<file path="config.mk">
export PLATFORM = sky130hd
export DESIGN_NAME = slink_fifo_rd_stream
export DESIGN_NICKNAME = d
export VERILOG_FILES = /design/src/rtl/slink_fifo_pkg.sv /design/src/rtl/slink_sat_counter.sv /design/src/rtl/slink_fifo_rd_stream.sv
export SDC_FILE = /design/constraint.sdc
export NUM_CORES = 1
export LEC_CHECK = 0
export ABC_AREA = 1
export CAP_MARGIN = 20
export CORE_MARGIN = 2
export CORE_UTILIZATION = 35
export CTS_CLUSTER_SIZE = 16
export DETAILED_ROUTE_END_ITERATION = 7
export PLACE_DENSITY = 0.59
export SLEW_MARGIN = 20
export SYNTH_ARGS = -nofsm -noshare
export SYNTH_HDL_FRONTEND = slang
export SYNTH_HIERARCHICAL = 1
export SYNTH_SLANG_ARGS = --single-unit
</file>
<file path="constraint.sdc">
create_clock -name clk -period 1.7 [get_ports clk]
set_input_delay 0.34 -clock clk [delete_from_list [all_inputs] [get_ports clk]]
set_output_delay 0.34 -clock clk [all_outputs]
set_load 0.01 [all_outputs]
</file>
<file path="src/rtl/slink_fifo_pkg.sv">
// Shared S-Link FIFO definitions: read-adapter state encoding and buffer sizing.
package slink_fifo_pkg;

   typedef enum logic {
      ST_RUN   = 1'b0,
      ST_FLUSH = 1'b1
   } rd_state_t;

   localparam int unsigned RD_BUF_DEPTH = 2;
   localparam int unsigned RD_CNT_W     = $clog2(RD_BUF_DEPTH + 1);

endpackage

</file>
<file path="src/rtl/slink_sat_counter.sv">
// Saturating event counter with synchronous clear; clear wins over increment.
module slink_sat_counter #(
   parameter int unsigned WIDTH = 16
) (
   input  logic             clk,
   input  logic             reset_n,
   input  logic             clr,
   input  logic             inc,
   output logic [WIDTH-1:0] count
);

   always_ff @(posedge clk) begin
      if (!reset_n) begin
         count <= '0;
      end else if (clr) begin
         count <= '0;
      end else if (inc && (count != {WIDTH{1'b1}})) begin
         count <= count + WIDTH'(1);
      end
   end

endmodule

</file>
<file path="src/rtl/slink_fifo_rd_stream.sv">
// Read-side adapter: FWFT FIFO port to registered valid/ready stream with flush.
// Optional statistics counters are built when SLINK_FIFO_RD_STATS_EN is defined.
module slink_fifo_rd_stream
   import slink_fifo_pkg::*;
#(
   parameter int unsigned DATA_SIZE  = 40,
   parameter int unsigned STAT_WIDTH = 16
) (
   input  logic                  clk,
   input  logic                  reset_n,
   input  logic                  fifo_rempty,
   input  logic [DATA_SIZE-1:0]  fifo_rdata,
   output logic                  fifo_rinc,
   output logic                  m_valid,
   input  logic                  m_ready,
   output logic [DATA_SIZE-1:0]  m_data,
   input  logic                  flush,
   output logic                  flush_busy,
   output logic                  flush_done
`ifdef SLINK_FIFO_RD_STATS_EN
   ,
   input  logic                  stat_clr,
   output logic [STAT_WIDTH-1:0] stat_words,
   output logic [STAT_WIDTH-1:0] stat_stalls
`endif
);

   if ((DATA_SIZE == 0) || (STAT_WIDTH == 0)) begin : g_param_check
      $error("slink_fifo_rd_stream: DATA_SIZE and STAT_WIDTH must be nonzero");
   end

   rd_state_t             state, state_n;
   logic [RD_CNT_W-1:0]   cnt, cnt_n;
   logic [DATA_SIZE-1:0]  head, head_n;
   logic [DATA_SIZE-1:0]  tail, tail_n;
   logic                  m_valid_n;
   logic                  flush_done_n;
   logic                  pop;
   logic                  retire;

   assign retire    = m_valid & m_ready;
   assign fifo_rinc = pop;
   assign m_data    = head;

   // Pop decision depends only on registered state, never on m_ready.
   always_comb begin
      pop = 1'b0;
      if (reset_n && !fifo_rempty) begin
         if (state == ST_FLUSH) begin
            pop = 1'b1;
         end else begin
            pop = (cnt < RD_CNT_W'(RD_BUF_DEPTH));
         end
      end
   end

   always_comb begin
      state_n      = state;
      cnt_n        = cnt;
      head_n       = head;
      tail_n       = tail;
      flush_done_n = 1'b0;
      case (state)
         ST_RUN: begin
            if (flush) begin
               // Entering flush drops everything, including a word popped now.
               state_n = ST_FLUSH;
               cnt_n   = '0;
            end else begin
               case (cnt)
                  RD_CNT_W'(0): begin
                     if (pop) head_n = fifo_rdata;
                  end
                  RD_CNT_W'(1): begin
                     if (pop && retire) begin
                        head_n = fifo_rdata;
                     end else if (pop) begin
                        tail_n = fifo_rdata;
                     end
                  end
                  default: begin
                     if (retire) head_n = tail;
                  end
               endcase
               cnt_n = cnt + RD_CNT_W'(pop) - RD_CNT_W'(retire);
            end
         end
         ST_FLUSH: begin
            if (!flush && fifo_rempty) begin
               state_n      = ST_RUN;
               flush_done_n = 1'b1;
            end
         end
         default: begin
            state_n = ST_RUN;
            cnt_n   = '0;
         end
      endcase
      m_valid_n = (state_n == ST_RUN) && (cnt_n != '0);
   end

   always_ff @(posedge clk) begin
      if (!reset_n) begin
         state      <= ST_RUN;
         cnt        <= '0;
         head       <= '0;
         tail       <= '0;
         m_valid    <= 1'b0;
         flush_busy <= 1'b0;
         flush_done <= 1'b0;
      end else begin
         state      <= state_n;
         cnt        <= cnt_n;
         head       <= head_n;
         tail       <= tail_n;
         m_valid    <= m_valid_n;
         flush_busy <= (state_n == ST_FLUSH);
         flush_done <= flush_done_n;
      end
   end

`ifdef SLINK_FIFO_RD_STATS_EN
   slink_sat_counter #(
      .WIDTH (STAT_WIDTH)
   ) u_stat_words (
      .clk     (clk),
      .reset_n (reset_n),
      .clr     (stat_clr),
      .inc     (m_valid & m_ready),
      .count   (stat_words)
   );

   slink_sat_counter #(
      .WIDTH (STAT_WIDTH)
   ) u_stat_stalls (
      .clk     (clk),
      .reset_n (reset_n),
      .clr     (stat_clr),
      .inc     (m_valid & ~m_ready),
      .count   (stat_stalls)
   );
`endif

endmodule

</file>
==> metrics.cfg, run 1 <==
[synthesis]
synth_top_cell_area_share_pct=46.3
synthTopCellsByArea=dfxtp_1, nand2_1, nor2_1, nand4_1, a21oi_1
synth_mux_area_share_pct=0
synth_top_area_cell=dfxtp_1
synthesis.nets=575
syn_avg_cell_area_um2=6.96
synth_top_family_by_area=simple AND/OR/NAND/NOR gates
netlist_instances=528
synth-seq-cells=85
synth-simple-area-share_pct=34.1
synth-compound-area-share_pct=11.7
seq_area_frac_synth_pct=46.3
synth_xor_area_share_pct=0
synth_fa_ha_area_share_pct=0.681
yosysWarnings=6
yosysUniqueCellTypes=20
syn_area_mm2=0.00368

[critical_path]
crit_type=reg -> out
cp_max_fo=2
cp.required_ps=1360
worst_setup_path_start_kind=register
endpoint_kind=output pin
r2r-start=cnt[0]
slowest_delay_ps=570
worst_path_max_delay_cell=clkdlybuf4s50_1
worstPathCellList=clkdlybuf4s50_1
critPathTopFamily=buffers and inverters
critPathArrivalTime_ps=1310
startpoint=m_valid
critPathBufInv=1

[sta]
max-slew-margin-rel_pct=71.0
setup_tns_ps=0
final-hold-violation-count=0
tightestPinTransition_ps=436
setup_viol=0
final_max_slew_viol_count=0
finalCritPeriodShare_pct=96.9
worst_slack_ps=52.5
rsz0062_at_grt=false
finClkSkew_ps=7.76
fin_crit_ps=1650
max_freq_ghz=0.607

[run_status]
outcome=finished, final reports clean

[detailed_routing]
vias=3707
ant_nets=0
wl_met2_um=5080
wl_met1_um=4770
highest_layer=met4
firstDrtPassIters=4
drt_iter0_markers=125
routed_via_density=4.92
drc=0
wl_per_cell_um=13.9
wl_um=10500
met3_length_um=504

[pwr]
internal-power_uw=2980
sequentialPowerShare_pct=51.9
finalPower_uw=3970
combPwrFrac_pct=14.0
powerDensity_mw_per_mm2=801
p_switching_uw=995
p_clk_share_pct=34.1
leakagePower_uw=0.00195
swShare_pct=25.0
peakVddDrop_mv=0.423

[clock_network]
cts_buffers=9
cts_tree=yes
htree_levels=3
hold_buffers=0
clk_pin_slew_ps=80
clk_latency_ps=350
clock_path_buffers=2
clockRootBuffer=clkbuf_8
clkSinkCount=85

[layout]
nets=660
utilization_pct=48.3
syn2layout_area_growth_pct=35.0
layout_common_cells=nand2_1, clkdlybuf4s50_1, nor2_1, dfxtp_1, a21oi_1
final_common_cell=nand2_1
seqCellArea_mm2=0.00170
drive_gt1_share_pct=8.27
fillers=1088
multi_input_area_mm2=0.00173
postLayoutCellArea_mm2=0.00496
antenna_cells=0

[placement]
gp_congestion=0.756
dpl_cell_area_mm2=0.00479
dpl.hpwl_um=6870
dp_slack_ps=-299
port_buffers=88

[floorplanning]
dieHeight_um=107
ios=89
core_area_mm2=0.0103
die_area_mm2=0.0113
initial_core_util_pct=35.8
row_count=37
die_w_um=107

[grt]
grt_pass1_vias=3628
grt_pass1_wl_um=17100
grt_overflow_total=0
antenna_found_initial=0
grt.total_usage_pct=18.9
grt_start_max_net_pins=42

[worst_hold_path]
hold_start=m_data[7]
holdCritPathClass=reg -> reg

[flow_run]
cap_violations=0

## final timing paths
path               end  slack, ps  cells past startpoint
min          m_data[7]        460                      2
max            m_valid         50                      1
max reg2reg    m_valid        140                      8
min reg2reg  m_data[7]        460                      2
## layout make-up
type                       instances  share of cell area (%)
multi-input combinational        390                    34.9
sequential                        85                    34.3
timing repair buffer             115                    23.0
tap                              136                    3.43
clock buffer                      13                    2.80
inverter                          12                   0.958
clock inverter                     2                   0.706
## power by group through the flow
stage / Combinational (µW) / Sequential, µW / Clock (µW)
final: 557 / 2060 / 1360
after global routing: 613 / 2070 / 1470
after CTS: 559 / 2060 / 1400
after detailed placement: 558 / 2110 / 0
after global placement: 556 / 2110 / 0
after floorplan: 242 / 2120 / 0
## cell usage after synthesis
library cell	instances
nor2_4	1
dfxtp_1	85
ha_1	2
inv_2	4
nand4_1	40
clkbuf_1	12
inv_4	1
a21oi_1	43
buf_4	1
buf_2	24
nand3_1	4
nor3_1	1
nor2_1	84
o21ai_2	1
nand2_1	172
inv_1	7
a22oi_1	1
buf_6	4
o21ai_1	40
or2_2	1
## registers in the layout (all words and copies together), names as in the netlist
name / flops
cnt: 2
flush_done: 1
m_data: 40
m_valid: 1
state: 1
tail: 40
## worst min-delay path: cells and delay by family, from the launching register on
family	cells	cell delay, ps
flip-flops	1	320
AND/OR/NAND/NOR	1	60
AO/OA/AOI/OAI	1	50
## what timing repair did
item / 4_1_cts / 5_1_grt
cloned: 0 / 0
buffers inserted: 0 / 0
resized for setup: 2 / 3
setup endpoints to repair: 2 / 2
## routing by layer
layer | GRT usage (%) | vias up
li1 | - | 1888
met2 | 33.1 | 95
met3 | 3.86 | 13
met5 | 0 | -
met1 | 22.8 | 1711
met4 | 7.42 | 0
## logic make-up (layout without fill, tap and decap cells)
family,count (synthesis),count (layout)
simple gates,303,303
flops,85,85
compound gates,85,85
fa+ha+maj,2,2
buf+inv,53,142
## through the flow
step / hold slack [ps] / cells
final: 464 / 753
after global routing: 479 / 753
after CTS: 468 / 753
after detailed placement: 455 / 738
after global placement: 450 / 738
after floorplan: 454 / 528
No activity file was read; power rests on OpenSTA's default activity.
==> run 2, diff against run 1 <==
--- a/config.mk
+++ b/config.mk
@@ -6,7 +6,7 @@
 export NUM_CORES = 1
 export LEC_CHECK = 0
 export ABC_AREA = 1
-export CAP_MARGIN = 20
+export CAP_MARGIN = 40
 export CORE_MARGIN = 2
 export CORE_UTILIZATION = 35
 export CTS_CLUSTER_SIZE = 16
==> results of run 2 <==
The final DEF is identical to that of run 1; final timing and power are the same.
